## config.mk

```make
export PLATFORM = sky130hd
export DESIGN_NAME = calc_entry_engine
export DESIGN_NICKNAME = d
export VERILOG_FILES = /design/src/rtl/calc_pkg.sv /design/src/rtl/calc_alu.sv /design/src/rtl/calc_entry_engine.sv
export SDC_FILE = /design/constraint.sdc
export NUM_CORES = 1
export LEC_CHECK = 0
export BUFFER_PORTS_ARGS = -buffer_cell sky130_fd_sc_hd__buf_2
export CORE_MARGIN = 4
export CORE_UTILIZATION = 57
export DETAILED_ROUTE_END_ITERATION = 6
export PLACE_DENSITY = 0.77
export SLEW_MARGIN = 20
export SYNTH_ARGS = -nofsm -noshare
export SYNTH_HDL_FRONTEND = slang
export SYNTH_HIERARCHICAL = 1
export SYNTH_SLANG_ARGS = --single-unit
```

## constraint.sdc

```tcl
create_clock -name clk -period 3.6 [get_ports clk]
set_input_delay 0.72 -clock clk [delete_from_list [all_inputs] [get_ports clk]]
set_output_delay 0.72 -clock clk [all_outputs]
set_load 0.005 [all_outputs]
```

## src/rtl/calc_pkg.sv

```systemverilog
// Shared definitions for the calculator entry engine: key codes, operator encoding
// and the control FSM state type.
package calc_pkg;

  localparam logic [3:0] KeyClear     = 4'hA;
  localparam logic [3:0] KeyAdd       = 4'hB;
  localparam logic [3:0] KeySub       = 4'hC;
  localparam logic [3:0] KeyResult    = 4'hD;
  localparam logic [3:0] KeyMemStore  = 4'hE;
  localparam logic [3:0] KeyMemRecall = 4'hF;

  typedef enum logic [1:0] {
    OpNone = 2'b00,
    OpAdd  = 2'b01,
    OpSub  = 2'b10
  } op_e;

  typedef enum logic [1:0] {
    StEntry  = 2'b00,
    StExec   = 2'b01,
    StResult = 2'b10
  } state_e;

  function automatic logic is_digit(input logic [3:0] key);
    return key <= 4'd9;
  endfunction

endpackage

```

## src/rtl/calc_alu.sv

```systemverilog
// Combinational saturating add/sub; with no operator it passes b through so the
// first operand of a chain simply loads the accumulator.
module calc_alu
  import calc_pkg::*;
#(
  parameter int unsigned WIDTH = 16
) (
  input  logic signed [WIDTH-1:0] a,
  input  logic signed [WIDTH-1:0] b,
  input  logic [1:0]              op,
  output logic signed [WIDTH-1:0] y,
  output logic                    sat
);

  localparam logic signed [WIDTH-1:0] MaxVal = {1'b0, {(WIDTH-1){1'b1}}};
  localparam logic signed [WIDTH-1:0] MinVal = {1'b1, {(WIDTH-1){1'b0}}};

  logic [WIDTH:0] ext;

  always_comb begin
    ext = '0;
    y   = b;
    sat = 1'b0;
    case (op)
      OpAdd:   ext = {a[WIDTH-1], a} + {b[WIDTH-1], b};
      OpSub:   ext = {a[WIDTH-1], a} - {b[WIDTH-1], b};
      default: ext = {b[WIDTH-1], b};
    endcase
    // Top two bits disagree only when the true result left the WIDTH-bit range.
    if (ext[WIDTH] != ext[WIDTH-1]) begin
      sat = 1'b1;
      y   = ext[WIDTH] ? MinVal : MaxVal;
    end else begin
      y = ext[WIDTH-1:0];
    end
  end

endmodule

```

## src/rtl/calc_entry_engine.sv

```systemverilog
// Calculator key-entry engine: digit entry, chained add/sub with saturation,
// one-slot memory, and a one-cycle EXEC state that applies the pending operator.
module calc_entry_engine
  import calc_pkg::*;
#(
  parameter int unsigned DIGITS = 4,
  parameter int unsigned WIDTH  = 16
) (
  input  logic             clk,
  input  logic             rst_n,
  input  logic             key_valid,
  input  logic [3:0]       key_code,
  output logic             key_ready,
  output logic [WIDTH-1:0] display,
  output logic             overflow,
  output logic             mem_valid,
  output logic [1:0]       op_pending
);

  localparam int unsigned      CntW     = $clog2(DIGITS + 1);
  localparam logic [CntW-1:0]  CntMax   = CntW'(DIGITS);
  localparam int unsigned      MinWidth = $clog2(64'(10) ** DIGITS) + 1;

  if (WIDTH < MinWidth) begin : g_width_check
    $error("calc_entry_engine: WIDTH too small to hold DIGITS decimal digits plus sign");
  end

  state_e                  state_q;
  logic signed [WIDTH-1:0] acc_q, entry_q, mem_q;
  logic [CntW-1:0]         cnt_q;
  op_e                     op_q, exec_op_q, next_op_q;
  logic                    ovf_q, memv_q, to_result_q;

  logic signed [WIDTH-1:0] disp_w, alu_y, key_val, entry_next;
  logic                    alu_sat;
  op_e                     key_op;

  assign key_val    = $signed({{(WIDTH-4){1'b0}}, key_code});
  assign entry_next = (entry_q <<< 3) + (entry_q <<< 1) + key_val;
  assign key_op     = (key_code == KeySub) ? OpSub : OpAdd;
  assign disp_w     = (state_q == StEntry && cnt_q != '0) ? entry_q : acc_q;

  assign key_ready  = (state_q != StExec);
  assign display    = disp_w;
  assign overflow   = ovf_q;
  assign mem_valid  = memv_q;
  assign op_pending = op_q;

  calc_alu #(
    .WIDTH (WIDTH)
  ) u_alu (
    .a   (acc_q),
    .b   (entry_q),
    .op  (exec_op_q),
    .y   (alu_y),
    .sat (alu_sat)
  );

  always_ff @(posedge clk or negedge rst_n) begin
    if (!rst_n) begin
      state_q     <= StEntry;
      acc_q       <= '0;
      entry_q     <= '0;
      mem_q       <= '0;
      cnt_q       <= '0;
      op_q        <= OpNone;
      exec_op_q   <= OpNone;
      next_op_q   <= OpNone;
      ovf_q       <= 1'b0;
      memv_q      <= 1'b0;
      to_result_q <= 1'b0;
    end else begin
      case (state_q)
        StExec: begin
          acc_q   <= alu_y;
          entry_q <= '0;
          cnt_q   <= '0;
          op_q    <= next_op_q;
          if (alu_sat) ovf_q <= 1'b1;
          state_q <= to_result_q ? StResult : StEntry;
        end
        StEntry, StResult: begin
          if (key_valid) begin
            if (is_digit(key_code)) begin
              if (state_q == StResult) begin
                entry_q <= key_val;
                cnt_q   <= CntW'(1);
                acc_q   <= '0;
                state_q <= StEntry;
              end else if (cnt_q < CntMax) begin
                entry_q <= entry_next;
                cnt_q   <= cnt_q + CntW'(1);
              end
            end else begin
              case (key_code)
                KeyClear: begin
                  acc_q   <= '0;
                  entry_q <= '0;
                  cnt_q   <= '0;
                  op_q    <= OpNone;
                  ovf_q   <= 1'b0;
                  state_q <= StEntry;
                end
                KeyAdd, KeySub: begin
                  if (state_q == StResult) begin
                    // Entry is zero here, so adding it keeps the previous result.
                    exec_op_q   <= OpAdd;
                    next_op_q   <= key_op;
                    to_result_q <= 1'b0;
                    state_q     <= StExec;
                  end else if (cnt_q != '0) begin
                    exec_op_q   <= op_q;
                    next_op_q   <= key_op;
                    to_result_q <= 1'b0;
                    state_q     <= StExec;
                  end else begin
                    op_q <= key_op;
                  end
                end
                KeyResult: begin
                  if (state_q == StEntry) begin
                    exec_op_q   <= op_q;
                    next_op_q   <= OpNone;
                    to_result_q <= 1'b1;
                    state_q     <= StExec;
                  end
                end
                KeyMemStore: begin
                  mem_q  <= disp_w;
                  memv_q <= 1'b1;
                end
                KeyMemRecall: begin
                  if (memv_q) begin
                    entry_q <= mem_q;
                    cnt_q   <= CntMax;
                    state_q <= StEntry;
                  end
                end
                default: ;
              endcase
            end
          end
        end
        default: state_q <= StEntry;
      endcase
    end
  end

endmodule
```

==> run metrics, run 1 <==
status=finished, violations left; violated checks=setup timing; Reg2Reg Depth=16; share of cells above drive strength 1=0.272; CTS tree=yes; area leader, netlist=dfrtp_1; Metal-1 WL=6.55 mm; IO Pins=28; DR DRC count=0; total CTS buffers=9; Yosys cell types=74; FP Rows=35; first drt pass iteration count=5; Die X=105 um; die footprint=11100 um2; DP Area=5860 um2; final WL=14.5 mm; Top Metal Used=met4; fin nets=731; antenna cell count=0; RR Endpoint=acc_q[4]$_DFFE_PN0P_; fill count=679; initial core utilization=0.585; die height=105 um; port buffer count=27; Main synth FF type=dfrtp_1; type of the most critical hold path=in -> async; largest net degree at the start of global routing=49; Adder-Cell Fraction of Synth Area=0.139; synthesized area=5380 um2; post-synthesis sequential area ratio=0.288; largest cells by area after synthesis=dfrtp_1 (29%), ha_1 (11%), mux2_2 (7.7%); area of the multi-input gates=3670 um2; CTS hold repair buffers=0; grt total ovfl=0; First DRT Iteration DRCs=419; largest family of logic cells by synthesized area=compound AO/OA/AOI/OAI gates; EDFF count, synth=0; final hold violation count=0; Met3 Wirelength=793 um; register area=1550 um2; Met2 Wirelength=6.78 mm; Synth Area in Simple Gates=0.144; initial antenna violation count=0; Setup violations, final=3; Max-Cap Viols=0; post-DR vias/cell=6.20; CTS H-tree lvls=3; first-pass GRT wire length=24.1 mm; #FFs+latches synth=62; most frequent cells in the layout=nand2_1 (81), dfrtp_1 (62), buf_4 (50); Synth top area share=0.288; routed length per instance=18.3 um; Gate Count Post-Synth=613; CP max FO=5; Pleak=0.00288 uW; setup ws final=-0.0197 ns; syn_nets=669; Max Buffers Root-to-Sink=2; Slew Viols, Final=0; area fraction in compound gates after synthesis=0.228; commonest non-fill, non-tap cell in the layout=nand2_1; setup slack at placement=-0.114 ns; worst-margin pin slew=0.606 ns; Crit Path Class=reg -> reg; P&R area growth vs syn=14.9%; Pwr per Cell Area=946 nW/um2; dpl hpwl=10.8 mm; worst skew pair latency=0.36 ns; Ys Warns=6; CP required=3.87 ns; Fmax achieved=276 MHz; Critical Path Start Type=register; async set-reset flop share out of synthesis=1.00; clk sinks=62; reg2reg setup slack=-0.02 ns; mux contribution to synthesized area=0.0811; Reg-to-Reg Start=entry_q[4]$_DFFE_PN0P_; Tcrit/Tclk final=1.01; final cell area excluding filler cells=6180 um2; GR Util All Layers=0.268; via count=4907; Critical Path AT=3.89 ns; setup TNS=-0.0396 ns; post-synthesis xor/xnor area fraction=0.0683; minimum clock period=3.62 ns; register clock-pin slew on the reported worst setup and hold paths=0.07 ns; core area=9200 um2; Util after Layout=0.673; clock root cell=clkbuf_8; vias in the first global route=4879; clock skew=0.0162 ns; IR drop worst, VDD=551 uV; post-route ant nets=0; Placer Congestion=0.941; Slew HR=0.596; RSZ-0062 raised after global routing=true; syn avg cell area=8.78 um2; Worst setup EP type=register
-- where the power goes --
part           switching [uW]  leakage (uW)  total (uW)  internal [uW]
sequential                172      0.000832        1060            886
combinational            2270       0.00196        4230           1960
clock                     300     0.0000841         565            264
-- per-layer routing --
metal,up-vias,track usage
met5,-,0
met4,0,0.108
met3,31,0.0426
met2,183,0.426
met1,2339,0.366
li1,2354,-
-- sequential cells by signal, summed over array words and instances, names as in the netlist --
register and flops:
op_pending 2, mem_q 16, state_q 2, exec_op_q 2, cnt_q 3, overflow 1, next_op_q 2, mem_valid 1
entry_q 16, acc_q 16, to_result_q 1
-- through the flow --
stage | instances | power [uW] | hold slack, ns
floorplan | 613 | 3850 | 0.424
global placement | 769 | 4770 | 0.469
detailed placement | 769 | 4920 | 0.479
CTS | 786 | 5540 | 0.497
global route | 791 | 6310 | 0.403
finish | 791 | 5850 | 0.358
-- layout make-up --
cell class                      count  area share
Sequential cell                    62       0.251
Clock buffer                       10      0.0223
Timing Repair Buffer               79      0.0872
Inverter                           29      0.0176
Multi-Input combinational cell    494       0.594
Clock inverter                      6     0.00607
Tap cell                          111      0.0225
-- cell usage after synthesis, drive strengths merged (3+ instances only) --
cell type	count
nor3	13
o21ai	69
nand2	82
maj3	11
a211o	5
inv	29
nand4	5
a21oi	28
o22ai	3
mux2	37
buf	16
nand3	6
or3	5
a311oi	3
a22o	3
xor2	11
fa	3
nand2b	6
a21o	8
clkbuf	11
a22oi	11
ha	46
dfrtp	62
a211oi	8
nor2	39
a31oi	14
o21a	5
o31ai	6
xnor2	28
o211ai	5
-- worst max path at each step --
stage	start	end	slack [ns]	cells after the start
finish	entry_q[4]$_DFFE_PN0P_	acc_q[4]$_DFFE_PN0P_	-0.02	16
global route	entry_q[4]$_DFFE_PN0P_	acc_q[4]$_DFFE_PN0P_	-0.21	16
global placement	entry_q[4]$_DFFE_PN0P_	acc_q[1]$_DFFE_PN0P_	0.09	16
floorplan	entry_q[4]$_DFFE_PN0P_	acc_q[8]$_DFFE_PN0P_	0.002	16
detailed placement	entry_q[4]$_DFFE_PN0P_	acc_q[1]$_DFFE_PN0P_	-0.11	16
CTS	entry_q[3]$_DFFE_PN0P_	acc_q[4]$_DFFE_PN0P_	0.004	16
-- worst max-delay path, stage by stage (launching register included) --
cell	delay, ns
dfrtp_1	0.39
nor3_2	0.24
buf_4	0.16
and4_4	0.26
a21oi_2	0.08
xnor2_1	0.24
ha_1	0.30
nand2_1	0.09
o21ai_2	0.06
a311o_1	0.36
a221oi_2	0.34
xnor2_2	0.18
buf_6	0.17
maj3_2	0.28
o21ai_1	0.12
nand2_1	0.09
o21ai_1	0.18
-- repair_timing --
action                     4_1_cts  5_1_grt
setup endpoints to repair       11       17
cloned                           0        1
gates resized for setup          7       38
pin swaps                        5       29
setup buffers                    1        3
-- cells by family (layout without fill, tap and decap cells) --
family	Yosys count	count (layout)
adders and majority gates	60	60
buffers and inverters	57	124
DFF	62	62
and+or+nand+nor	170	170
muxes	39	39
xor gates and xnor gates	39	39
AOI/OAI and AO/OA	186	186
No activity file was read; power rests on OpenSTA's default activity.
==> run 2: changes to the inputs <==
CORE_UTILIZATION = 56   (was 57)
PLACE_DENSITY = 0.76   (was 0.77)
SYNTH_HIERARCHICAL = unset   (was 1)
==> run metrics, run 2 <==
async set-reset flop share out of synthesis=1.00 (unchanged); IR drop worst, VDD=506 uV (-8.3%); #FFs+latches synth=62 (unchanged); leading cell types by count after synthesis=dfrtp_1 (62), nand2_1 (62), ha_1 (46), o21ai_0 (42), mux2_2 (33); setup slack at placement=-0.130 ns (-0.0155 ns); first-pass GRT wire length=22.2 mm (-7.8%); fill count=681 (+0.29%); GR Util All Layers=0.270 (+0.00193); Worst Setup EP=acc_q[2]$_DFFE_PN0P_; Critical Path AT=3.86 ns (-0.03 ns); Yosys cell types=64 (-14%); synthesized area=5020 um2 (-6.8%); Critical Path Start Type=register; type of the most critical hold path=in -> async; core area=8720 um2 (-5.2%); Worst setup EP type=register; RR Endpoint=acc_q[2]$_DFFE_PN0P_; Main synth FF type=dfrtp_1; antenna cell count=0 (unchanged); CP max FO=7 (+2); status=finished, violations left; total CTS buffers=9 (unchanged); fin cells=728 (-8.0%); via count=4489 (-8.5%); DR DRC count=0 (unchanged); Die X=103 um (-2.4%); syn_nets=606 (-9.4%); CTS hold repair buffers=0 (unchanged); Tcrit/Tclk final=1.00 (-0.00223); grt total ovfl=0 (unchanged); CP max-delay cell=dfrtp_1; Max-Cap Viols=0 (unchanged); DP Area=5550 um2 (-5.3%); setup TNS=-0.0356 ns (+0.00402 ns); area leader, netlist=dfrtp_1; crit-path cells=inv_1 -> ha_1 -> nor3b_2 -> buf_4 -> a21oi_1 -> xnor2_1 -> ha_1 -> and3_4 -> nand4_1 -> a211o_1 -> a31o_2 -> a21oi_4 -> xor2_2 -> o31a_4 -> a221o_2; final WL=13.5 mm (-6.9%); Reg-to-Reg Start=entry_q[0]$_DFFE_PN0P_; Crit Path Class=reg -> reg; clk sinks=62 (unchanged); routed length per instance=18.5 um (+1.2%); Worst Setup SP=entry_q[0]$_DFFE_PN0P_; final hold violation count=0 (unchanged); post-route ant nets=0 (unchanged); largest net degree at the start of global routing=38 (-22%); reg2reg setup slack=-0.01 ns (about the same); Largest regs=acc_q (16), entry_q (16), mem_q (16); most frequent cells in the layout=nand2_1 (62), dfrtp_1 (62), buf_4 (53); IO Pins=28 (unchanged); worst-margin pin slew=0.793 ns (+0.186 ns); EDFF count, synth=0 (unchanged); initial antenna violation count=0 (unchanged); Gate Count Post-Synth=550 (-10%); Ys Warns=0 (-6); Slew Viols, Final=0 (unchanged); fin nets=671 (-8.2%); First DRT Iteration DRCs=262 (-37%); vias in the first global route=4477 (-8.2%); P&R area growth vs syn=17.9%; initial core utilization=0.575 (-0.00984); violated checks=setup timing; Max Buffers Root-to-Sink=2 (unchanged); Util after Layout=0.679 (+0.00611); RSZ-0062 raised after global routing=true; die footprint=10500 um2 (-4.7%); clock root cell=clkbuf_8; largest cells by area after synthesis=dfrtp_1 (31%), ha_1 (11%), mux2_2 (7.4%); setup ws final=-0.0117 ns (+0.00804 ns); post-synthesis sequential area ratio=0.309 (+0.0209); Slew HR=0.470 (-0.126); max incr delay on CP=0.40 ns (about the same); syn avg cell area=9.12 um2 (+3.9%); register clock-pin slew on the reported worst setup and hold paths=0.08 ns (about the same); FP Rows=34 (-2.9%); Pwr per Cell Area=975 nW/um2 (+3.0%); CP required=3.84 ns (-0.03 ns); CTS tree=yes; Setup violations, final=8 (+5); worst skew pair latency=0.36 ns (about the same); WP buf/inv=2 (unchanged); Synth top area share=0.309 (+0.0209); dpl hpwl=10.2 mm (-6.0%); Placer Congestion=0.907 (-3.7%); die height=103 um (-2.4%); Reg2Reg Depth=15 (-1); minimum clock period=3.61 ns (-0.00804 ns); placed cells=704 (-8.5%); CTS H-tree lvls=3 (unchanged); post-DR vias/cell=6.17 (-0.60%); Fmax achieved=277 MHz (+0.22%); Levels on crit path=15 (-1); clock skew=0.0102 ns (-0.00597 ns); Pleak=0.00276 uW (-4.1%); share of cells above drive strength 1=0.274 (+0.00213); final cell area excluding filler cells=5920 um2 (-4.3%); port buffer count=27 (unchanged); first drt pass iteration count=5 (unchanged); Crit path max-delay family=compound AO/OA/AOI/OAI gates; cell mode on critical path=ha_1
run 2: changes by cell type in the layout (fill, tap and decap cells not counted), sizes merged, moves of 5 or more:
cell | previous run | this run
nor2 | 39 | 32
a31oi | 14 | 8
o21ai | 69 | 43
maj3 | 11 | 0
nor2b | 2 | 8
a22oi | 11 | 4
a22o | 3 | 10
a21oi | 28 | 33
a221o | 1 | 14
nand2 | 82 | 62
a211oi | 8 | 0
inv | 29 | 20
run 2: cell families (layout without fill, tap and decap cells):
| logic type | count (synthesis) | in the layout | share of synthesized area |
|---|---|---|---|
| AOI/OAI and AO/OA | 158 | 159 | 0.218 |
| xor gates and xnor gates | 43 | 43 | 0.0765 |
| adders and majority gates | 49 | 49 | 0.127 |
| buffers and inverters | 48 | 117 | 0.0401 |
| DFF | 62 | 62 | 0.309 |
| muxes | 33 | 33 | 0.0740 |
| and+or+nand+nor | 157 | 157 | 0.155 |
run 2: power breakdown:
part           switching [uW]  leakage [uW]  internal, uW
Sequential                243      0.000812           952
Combinational            2070       0.00186          1860
Clock                     309     0.0000951           342
Total                    2620       0.00276          3150
run 2: area by class of cell:
cell class | instances | area, um2 | share of cell area
multi-input combinational | 441 | 3390 | 0.573
tap | 108 | 135 | 0.0228
timing repair buffer | 82 | 564 | 0.0953
clock inverter | 6 | 70.1 | 0.0118
clock buffer | 10 | 138 | 0.0233
sequential | 62 | 1550 | 0.262
inverter | 19 | 71.3 | 0.0121
run 2: layer usage:
metal / global-route usage / share of wire
met1: 0.360 / 0.45
met2: 0.445 / 0.48
met3: 0.0433 / 0.046
met4: 0.0999 / 0.022
met5: 0 / 0
run 2: per-stage QoR:
step | total power, uW | hold slack [ns]
after floorplan | 3700 | 0.424
after global placement | 4710 | 0.472
after detailed placement | 4840 | 0.476
after global routing | 6240 | 0.402
after CTS | 5610 | 0.376
final | 5770 | 0.365
run 2: timing repair:
| item | 4_1_cts | 5_1_grt |
|---|---|---|
| resized for setup | 7 | 8 |
| cloned | 1 | 0 |
| buffers inserted | 3 | 4 |
| endpoints found under the setup margin | 15 | 17 |
| pin swaps | 6 | 6 |
run 2: how the worst min path moves through the flow:
stage	start	endpoint	slack, ns	cells after the start
final	rst_n	mem_q[0]$_DFFE_PN0P_	0.37	1
after detailed placement	next_op_q[1]$_DFFE_PN0P_	next_op_q[1]$_DFFE_PN0P_	0.48	2
after global routing	rst_n	mem_q[0]$_DFFE_PN0P_	0.40	1
after global placement	next_op_q[1]$_DFFE_PN0P_	next_op_q[1]$_DFFE_PN0P_	0.47	2
after floorplan	rst_n	acc_q[0]$_DFFE_PN0P_	0.42	0
after CTS	rst_n	mem_q[0]$_DFFE_PN0P_	0.38	1
run 2: worst register-to-register path, stage by stage (launching register included):
cell	delay, ns
dfrtp_1	0.40
inv_1	0.08
ha_1	0.21
nor3b_2	0.15
buf_4	0.16
a21oi_1	0.18
xnor2_1	0.11
ha_1	0.37
and3_4	0.21
nand4_1	0.09
a211o_1	0.23
a31o_2	0.27
a21oi_4	0.18
xor2_2	0.12
o31a_4	0.39
a221o_2	0.35
==> run 3: changes to the inputs <==
CORE_ASPECT_RATIO = 2   (was unset)
CORE_UTILIZATION = 50   (was 56)
PLACE_DENSITY = 0.69   (was 0.76)
SKIP_CTS_REPAIR_TIMING = 1   (was unset)
==> run metrics, run 3 (synthesis results as in run 2) <==
status=finished, violations left; violated checks=setup timing; initial core utilization=0.514 (-0.0614); Max Buffers Root-to-Sink=2 (unchanged); RSZ-0062 raised after global routing=true; CP max-delay cell=dfrtp_1; setup ws final=-0.0227 ns (-0.0110 ns); worst skew pair latency=0.33 ns (-0.03 ns); most frequent cells in the layout=nand2_1 (62), dfrtp_1 (62), buf_4 (59); antenna cell count=0 (unchanged); clock root cell=clkbuf_16; Max-Cap Viols=0 (unchanged); area of the multi-input gates=3400 um2 (+0.30%); IR drop worst, VDD=476 uV (-5.9%); Met2 Wirelength=7.53 mm (+17%); via count=4531 (+0.94%); Crit path max-delay family=simple AND/OR/NAND/NOR gates; Pleak=0.00284 uW (+2.6%); type of the most critical hold path=reg -> reg; clock skew=0.00677 ns (-0.00346 ns); switching part of the total=0.432 (-0.0219); placed cells=739 (+5.0%); grt total ovfl=0 (unchanged); Clk pwr share=0.142 (+0.029); CP max FO=14 (+7); initial antenna violation count=0 (unchanged); setup slack at placement=-0.269 ns (-0.140 ns); Tcrit/Tclk final=1.01 (+0.00307); first-pass GRT wire length=22.6 mm (+1.9%); IO Pins=28 (unchanged); register clock-pin slew on the reported worst setup and hold paths=0.05 ns (-0.03 ns); core area=9760 um2 (+12%); largest net degree at the start of global routing=63 (+66%); Top Metal Used=met4; Placer Congestion=0.952 (+5.0%); Largest regs=acc_q (16), entry_q (16), mem_q (16); CP required=3.81 ns (-0.03 ns); Setup violations, final=13 (+5); Die X=78.8 um (-23%); Met3 Wirelength=346 um (-44%); Comb pwr share=0.659 (-0.021); register area=1550 um2 (unchanged); Fmax achieved=276 MHz (-0.30%); final hold slack=0.489 ns (+0.124 ns); Crit Path Class=reg -> reg; DR DRC count=0 (unchanged); CTS H-tree lvls=3 (unchanged); fill count=862 (+27%); Slew Viols, Final=0 (unchanged); Critical Path AT=3.83 ns (-0.03 ns); CTS tree=yes; Worst setup EP type=register; vias in the first global route=4738 (+5.8%); net switching power=2590 uW (-0.90%); First DRT Iteration DRCs=307 (+17%); final hold violation count=0 (unchanged); GR Util All Layers=0.246 (-0.0244); FP Rows=51 (+50%); max incr delay on CP=0.41 ns (about the same); crit-path cells=nor4_4 -> or2b_1 -> nor2_1 -> a21oi_1 -> xnor2_1 -> ha_1 -> buf_4 -> nand3_1 -> or2_2 -> o211ai_1 -> a21oi_2 -> xnor2_2 -> o31a_1 -> buf_12 -> a221o_2; post-route ant nets=0 (unchanged); die footprint=11800 um2 (+12%); total CTS buffers=9 (unchanged); routed length per instance=18.3 um (-1.0%); WP buf/inv=2 (unchanged); Slew HR=0.433 (-0.0375); first drt pass iteration count=5 (unchanged); fin nets=676 (+0.75%); minimum clock period=3.62 ns (+0.0110 ns); die height=150 um (+46%); worst-margin pin slew=0.849 ns (+0.0561 ns); Metal-1 WL=5.22 mm (-15%); port buffer count=27 (unchanged); P&R area growth vs syn=21.4%; dpl hpwl=10.9 mm (+7.2%); Power, Total=6010 uW (+4.1%); sequential share of power=0.199 (-0.008); setup TNS=-0.151 ns (-0.116 ns); share of cells above drive strength 1=0.282 (+0.00786); post-DR vias/cell=5.99 (-2.8%); Pint=3420 uW (+8.3%); Pwr per Cell Area=986 nW/um2 (+1.1%); Critical Path Start Type=register; clk sinks=62 (unchanged); fin cells=756 (+3.8%); final WL=13.8 mm (+2.8%)
-- run 3: cell count changes in the layout (fill, tap and decap cells not counted), moves of 2 or more --
cell,change
clkbuf_16,+9
clkbuf_8,-9
buf_4,+6
clkinv_2,+2
clkinvlp_4,-2
-- run 3: path summary, 6_finish.rpt --
path / from / endpoint / slack [ns] / cells past startpoint
setup / recovery: entry_q[4]$_DFFE_PN0P_ / acc_q[8]$_DFFE_PN0P_ / -0.02 / 15
hold / removal: to_result_q$_DFFE_PN0P_ / to_result_q$_DFFE_PN0P_ / 0.49 / 2
setup reg to reg: entry_q[4]$_DFFE_PN0P_ / acc_q[8]$_DFFE_PN0P_ / -0.02 / 15
hold reg to reg: to_result_q$_DFFE_PN0P_ / to_result_q$_DFFE_PN0P_ / 0.49 / 2
max in group asynchronous: rst_n / entry_q[1]$_DFFE_PN0P_ / 2.50 / 2
min in group asynchronous: rst_n / exec_op_q[1]$_DFFE_PN0P_ / 0.55 / 2
-- run 3: through the flow --
step | util | area (um2)
3_3_place_gp | 0.582 | 5680
6_report | 0.624 | 6090
3_5_place_dp | 0.582 | 5680
2_1_floorplan | - | 5050
5_1_grt | 0.624 | 6090
4_1_cts | 0.611 | 5970
-- run 3: metal layers --
layer,GRT usage,vias to the layer above
met5,0,-
met4,0.152,0
met3,0.0301,58
met2,0.461,115
met1,0.252,2190
li1,-,2168
-- run 3: cell type report --
cell class,count,share of cell area
multi-input cells,440,0.558
flip-flops and latches,62,0.255
repair buffers,88,0.101
clock buffers,11,0.0398
well taps,132,0.0271
inverters,19,0.0117
clock inverters,4,0.00780
-- run 3: power groups by stage --
stage,clock (uW),combinational [uW],sequential (uW)
after global placement,0,3620,1190
final,851,3960,1200
after detailed placement,0,3750,1210
after floorplan,0,2540,1160
after global routing,894,4370,1230
after CTS,866,3770,1200
-- run 3: tightest hold or removal path, delay by kind of cell, from the launching register on --
| kind | cells | cell delay [ns] |
|---|---|---|
| simple gates | 1 | 0.05 |
| compound gates | 1 | 0.07 |
| flops | 1 | 0.34 |
